`src/rtl/inst_fetch_bridge.sv`:
```
// Instruction fetch bridge: serves 6-byte instruction windows out of a 32-bit word memory.
// Latency: hit -> rom_valid_o one cycle after acceptance; miss -> N+2 cycles (N = 2 or 3 word reads).
// Backpressure: none; requests seen while busy_o is high are dropped, never queued.
module inst_fetch_bridge #(
    parameter int PC_W   = 32,
    parameter int INST_W = 48
) (
    input  logic              clk,
    input  logic              rst,
    input  logic [PC_W-1:0]   rom_addr_i,
    input  logic              rom_req_i,
    output logic [INST_W-1:0] rom_data_o,
    output logic              rom_valid_o,
    output logic              busy_o,
    output logic [PC_W-3:0]   mem_addr_o,
    output logic              mem_rd_o,
    input  logic [31:0]       mem_data_i
);

    typedef enum logic [1:0] {
        S_IDLE  = 2'd0,
        S_READ  = 2'd1,
        S_DRAIN = 2'd2,
        S_DONE  = 2'd3
    } state_t;

    state_t              r_state;
    state_t              w_next;
    logic [PC_W-1:0]     r_addr;
    logic [1:0]          r_off;
    logic [1:0]          r_nwords;
    logic [1:0]          r_rd_cnt;
    logic [1:0]          r_cap_idx;
    logic                r_rd_d;
    logic [PC_W-3:0]     r_mem_addr;
    logic [95:0]         r_buf;
    logic [INST_W-1:0]   r_rom_data;
    logic [PC_W-1:0]     r_last_addr;
    logic                r_hit_vld;
    logic                w_hit;
    logic [95:0]         w_buf_next;
    logic [INST_W-1:0]   w_sel;

    assign w_hit      = r_hit_vld && (rom_addr_i == r_last_addr);
    assign rom_data_o = r_rom_data;
    assign mem_addr_o = r_mem_addr;

    // State register; reset aborts any fetch in flight.
    always_ff @(posedge clk or posedge rst) begin
        if (rst) begin
            r_state <= S_IDLE;
        end else begin
            r_state <= w_next;
        end
    end

    // Next-state and state-decoded outputs.
    always_comb begin
        w_next      = r_state;
        mem_rd_o    = 1'b0;
        rom_valid_o = 1'b0;
        busy_o      = 1'b1;
        case (r_state)
            S_IDLE: begin
                busy_o = 1'b0;
                if (rom_req_i) begin
                    w_next = w_hit ? S_DONE : S_READ;
                end
            end
            S_READ: begin
                mem_rd_o = 1'b1;
                if (r_rd_cnt == r_nwords - 2'd1) begin
                    w_next = S_DRAIN;
                end
            end
            S_DRAIN: begin
                w_next = S_DONE;
            end
            S_DONE: begin
                rom_valid_o = 1'b1;
                w_next      = S_IDLE;
            end
            default: begin
                w_next = S_IDLE;
            end
        endcase
    end

    // Buffer view including the word arriving this cycle, so the last word can be used in DRAIN.
    always_comb begin
        w_buf_next = r_buf;
        if (r_rd_d) begin
            case (r_cap_idx)
                2'd0:    w_buf_next[31:0]  = mem_data_i;
                2'd1:    w_buf_next[63:32] = mem_data_i;
                default: w_buf_next[95:64] = mem_data_i;
            endcase
        end
    end

    // Byte lane select: buffer byte O lands in the top byte of the instruction window.
    always_comb begin
        w_sel = '0;
        for (int m = 0; m < INST_W / 8; m++) begin
            w_sel[INST_W-1-8*m -: 8] = w_buf_next[8*(int'(r_off) + m) +: 8];
        end
    end

    // Request latch, word address sequencing, data capture and last-served tracking.
    always_ff @(posedge clk or posedge rst) begin
        if (rst) begin
            r_addr      <= '0;
            r_off       <= '0;
            r_nwords    <= '0;
            r_rd_cnt    <= '0;
            r_cap_idx   <= '0;
            r_rd_d      <= 1'b0;
            r_mem_addr  <= '0;
            r_buf       <= '0;
            r_rom_data  <= '0;
            r_last_addr <= '0;
            r_hit_vld   <= 1'b0;
        end else begin
            r_rd_d <= (r_state == S_READ);
            if (r_rd_d) begin
                r_buf     <= w_buf_next;
                r_cap_idx <= r_cap_idx + 2'd1;
            end
            case (r_state)
                S_IDLE: begin
                    if (rom_req_i) begin
                        r_addr     <= rom_addr_i;
                        r_off      <= rom_addr_i[1:0];
                        r_nwords   <= (rom_addr_i[1:0] <= 2'd2) ? 2'd2 : 2'd3;
                        r_mem_addr <= rom_addr_i[PC_W-1:2];
                        r_rd_cnt   <= '0;
                        r_cap_idx  <= '0;
                    end
                end
                S_READ: begin
                    // Natural overflow gives the modulo-2^(PC_W-2) word wrap.
                    r_mem_addr <= r_mem_addr + 1'b1;
                    r_rd_cnt   <= r_rd_cnt + 2'd1;
                end
                S_DRAIN: begin
                    r_rom_data <= w_sel;
                end
                S_DONE: begin
                    r_last_addr <= r_addr;
                    r_hit_vld   <= 1'b1;
                end
                default: begin
                end
            endcase
        end
    end

endmodule

```
`config.mk`:
```
export PLATFORM = sky130hd
export DESIGN_NAME = inst_fetch_bridge
export DESIGN_NICKNAME = d
export VERILOG_FILES = /design/src/rtl/inst_fetch_bridge.sv
export SDC_FILE = /design/constraint.sdc
export NUM_CORES = 1
export LEC_CHECK = 0
export ABC_CLOCK_PERIOD_IN_PS = 7500
export CAP_MARGIN = 20
export CORE_AREA = 2 2 171 173
export CTS_CLUSTER_DIAMETER = 50
export CTS_CLUSTER_SIZE = 16
export DETAILED_ROUTE_END_ITERATION = 6
export DIE_AREA = 0 0 173 175
export GPL_TIMING_DRIVEN = 1
export HOLD_SLACK_MARGIN = 0.05
export SYNTH_ARGS = -nofsm -noshare
export SYNTH_HDL_FRONTEND = slang
export SYNTH_SLANG_ARGS = --single-unit
```
`constraint.sdc`:
```
create_clock -name clk -period 7.5 [get_ports clk]
set_input_delay 1.5 -clock clk [delete_from_list [all_inputs] [get_ports clk]]
set_output_delay 1.5 -clock clk [all_outputs]
set_load 0.02 [all_outputs]
```
==> impl_metrics.ini <==
[drt]
wl_per_cell_um = 18.46
drt_pass1_iterations = 6
vias_per_cell = 5.289
drc = 0
finalWirelength_mm = 30.11
drt-initial-drc-count = 653
vias = 8627
ant_nets = 0

[sta]
period_needed_ps = 3767
worst_slack_ps = 3733
max_slew_margin_pct = 32.82
slew_viol_final = 0
rsz0062_at_grt = no
tightest_slew_ps = 1008
final.setup.tns_ps = 0
fin_crit_sh_pct = 50.23
hold_viol_final = 0
final.setup_skew_ps = 13.21
setup_viol = 0
fmax_mhz = 265.5

[finish]
antennaDiodeCount = 0
nNetsFinal = 1299
seqCellArea_um2 = 5610
multi_input_area_um2 = 5011
fillCellCount = 2657
syn_to_final_growth_pct = 25.89
drive_gt1_share_pct = 9.783
fin_cells = 1631
most-common-layout-cells = dfrtp_1 (222), mux2i_1 (151), clkdlybuf4s50_1 (147)
final_util_pct = 49.54
final_common_cell = dfrtp_1

[cts]
cts_tree = done
cts_setup_buffers = 0
numCtsBuffers = 28
cts_root_buf = clkbuf_16
ctsResizeCount = 0
clkSinkCount = 224
htreeDepth = 1
clockBufferDepth = 3
clk-insertion-delay-late_ps = 540
clk_pin_slew_worst_paths_ps = 60
cts-hold-fix-buffers = 0

[setup_path]
startpoint = r_state[0]$_DFFE_PP0P_
start_kind = register
crit_required_ps = 6000
end_kind = output pin
reg2reg_from = r_cap_idx[0]$_DFF_PP0_
critPathMaxFanout = 8
critical_path_class = reg -> out
cp.arrival_ps = 2270

[placement]
dp_hpwl_mm = 20.35
dp_cells = 1576
place_congestion = 0.8167
place_ws_ps = 3776
port_buffers = 147

[synth]
syn_area_um2 = 11170
synth_warnings = 0
synth_edf_count = 0
synth.distinct_cells = 63
async_reset_ff_share_pct = 100.0
ys_ff_latch = 224
syn_nets = 1178
ys.flop_type = dfrtp_1
syn_inst = 1104
avgSynthCellArea_um2 = 10.12
ys_seq_area_share_pct = 50.17

[global_route]
antenna_found_initial = 0
gr-usage-met2_pct = 32.32
overflow = 0
grt_max_degree = 98
grt_pass1_wl_mm = 47.97
grt_most_used_layer = met2
grt_util_met1_pct = 28.14
first_global_vias = 8501
track_usage_pct = 19.73
met3_usage_pct = 2.742

[die]
io_pins = 148
core_um2 = 28390
fp.dieH_um = 175
num_rows = 62
fp.dieW_um = 173
die_area_um2 = 30280
start_util_pct = 39.35

[flow_run]
drv_cap = 0

[worst_hold_path]
min_path_type = reg -> reg
min_from = r_hit_vld$_DFFE_PP0P_

[power]
power.density_nw_per_um2 = 489.7
max-vdd-ir-drop_mv = 0.2526
power_leakage_nw = 6.583

[run_status]
status = completed
==> critical path, cell delays in order (launching register included) <==
cell	delay (ps)
dfrtp_1	430
inv_1	140
ha_1	190
clkinv_1	320
clkdlybuf4s50_1	650
==> logic make-up (layout without fill, tap and decap cells) <==
group	Yosys count	count (layout)	synth area share, %
AOI/OAI and AO/OA	203	203	11.41
xor gates and xnor gates	34	34	2.665
adders and majority gates	7	7	0.7838
buffers and inverters	142	285	5.185
DFF	224	224	50.17
muxes	183	183	16.75
and+or+nand+nor	311	311	13.04
==> routing by layer <==
| layer | wire (um) | share of wire (%) |
|---|---|---|
| met1 | 14070 | 47 |
| met2 | 14240 | 47 |
| met3 | 1256 | 4.2 |
| met4 | 533 | 1.8 |
| met5 | 0 | 0 |
==> cell type report <==
cell class	instances	area share (%)
flip-flops and latches	224	39.89
multi-input cells	738	35.63
repair buffers	163	11.78
clock buffers	30	5.177
well taps	384	3.416
clock inverters	22	2.224
inverters	70	1.895
==> per-stage QoR <==
stage                     power [mW]  hold slack (ps)  area (um2)
after CTS                      6.930            475.8       13990
after floorplan                4.352            437.7       11180
after global placement         5.358            453.1       12930
after global routing           7.373            491.3       14070
after detailed placement       5.425            459.3       12950
final                          6.888            471.3       14070
==> flip-flops by register name, summed over array words and instances, names as in the netlist, 30 cells and up <==
signal,flops
rom_data_o,48
r_buf,72
r_addr,32
r_last_addr,32
mem_addr_o,30
==> synth_stat cells (21+ instances only) <==
library cell	n	area share, %
dfrtp_1	224	50
mux2_2	32	3.2
nand2_1	144	4.8
clkbuf_1	48	1.6
mux2i_1	151	14
nor2_1	64	2.2
o22ai_1	21	1.2
nand3_1	28	1.3
inv_1	69	2.3
a21oi_1	77	3.4
xor2_1	27	2.1
o21ai_0	25	1.1
==> worst paths after layout <==
path | end | slack (ps) | cells past startpoint
min in group asynchronous | r_last_addr[5]$_DFFE_PP0P_ | 1190 | 2
worst min register to register | r_hit_vld$_DFFE_PP0P_ | 470 | 1
worst min-delay path | r_hit_vld$_DFFE_PP0P_ | 470 | 1
max in group asynchronous | r_buf[49]$_DFFE_PP0P_ | 5040 | 4
worst max register to register | rom_data_o[45]$_DFFE_PP0P_ | 4760 | 8
worst max-delay path | busy_o | 3730 | 4
==> power breakdown <==
group	internal, mW	switching, mW
registers	1.80	0.457
logic	1.37	1.78
clock network	0.900	0.583
Note: power is estimated with default switching activity, not from simulation.
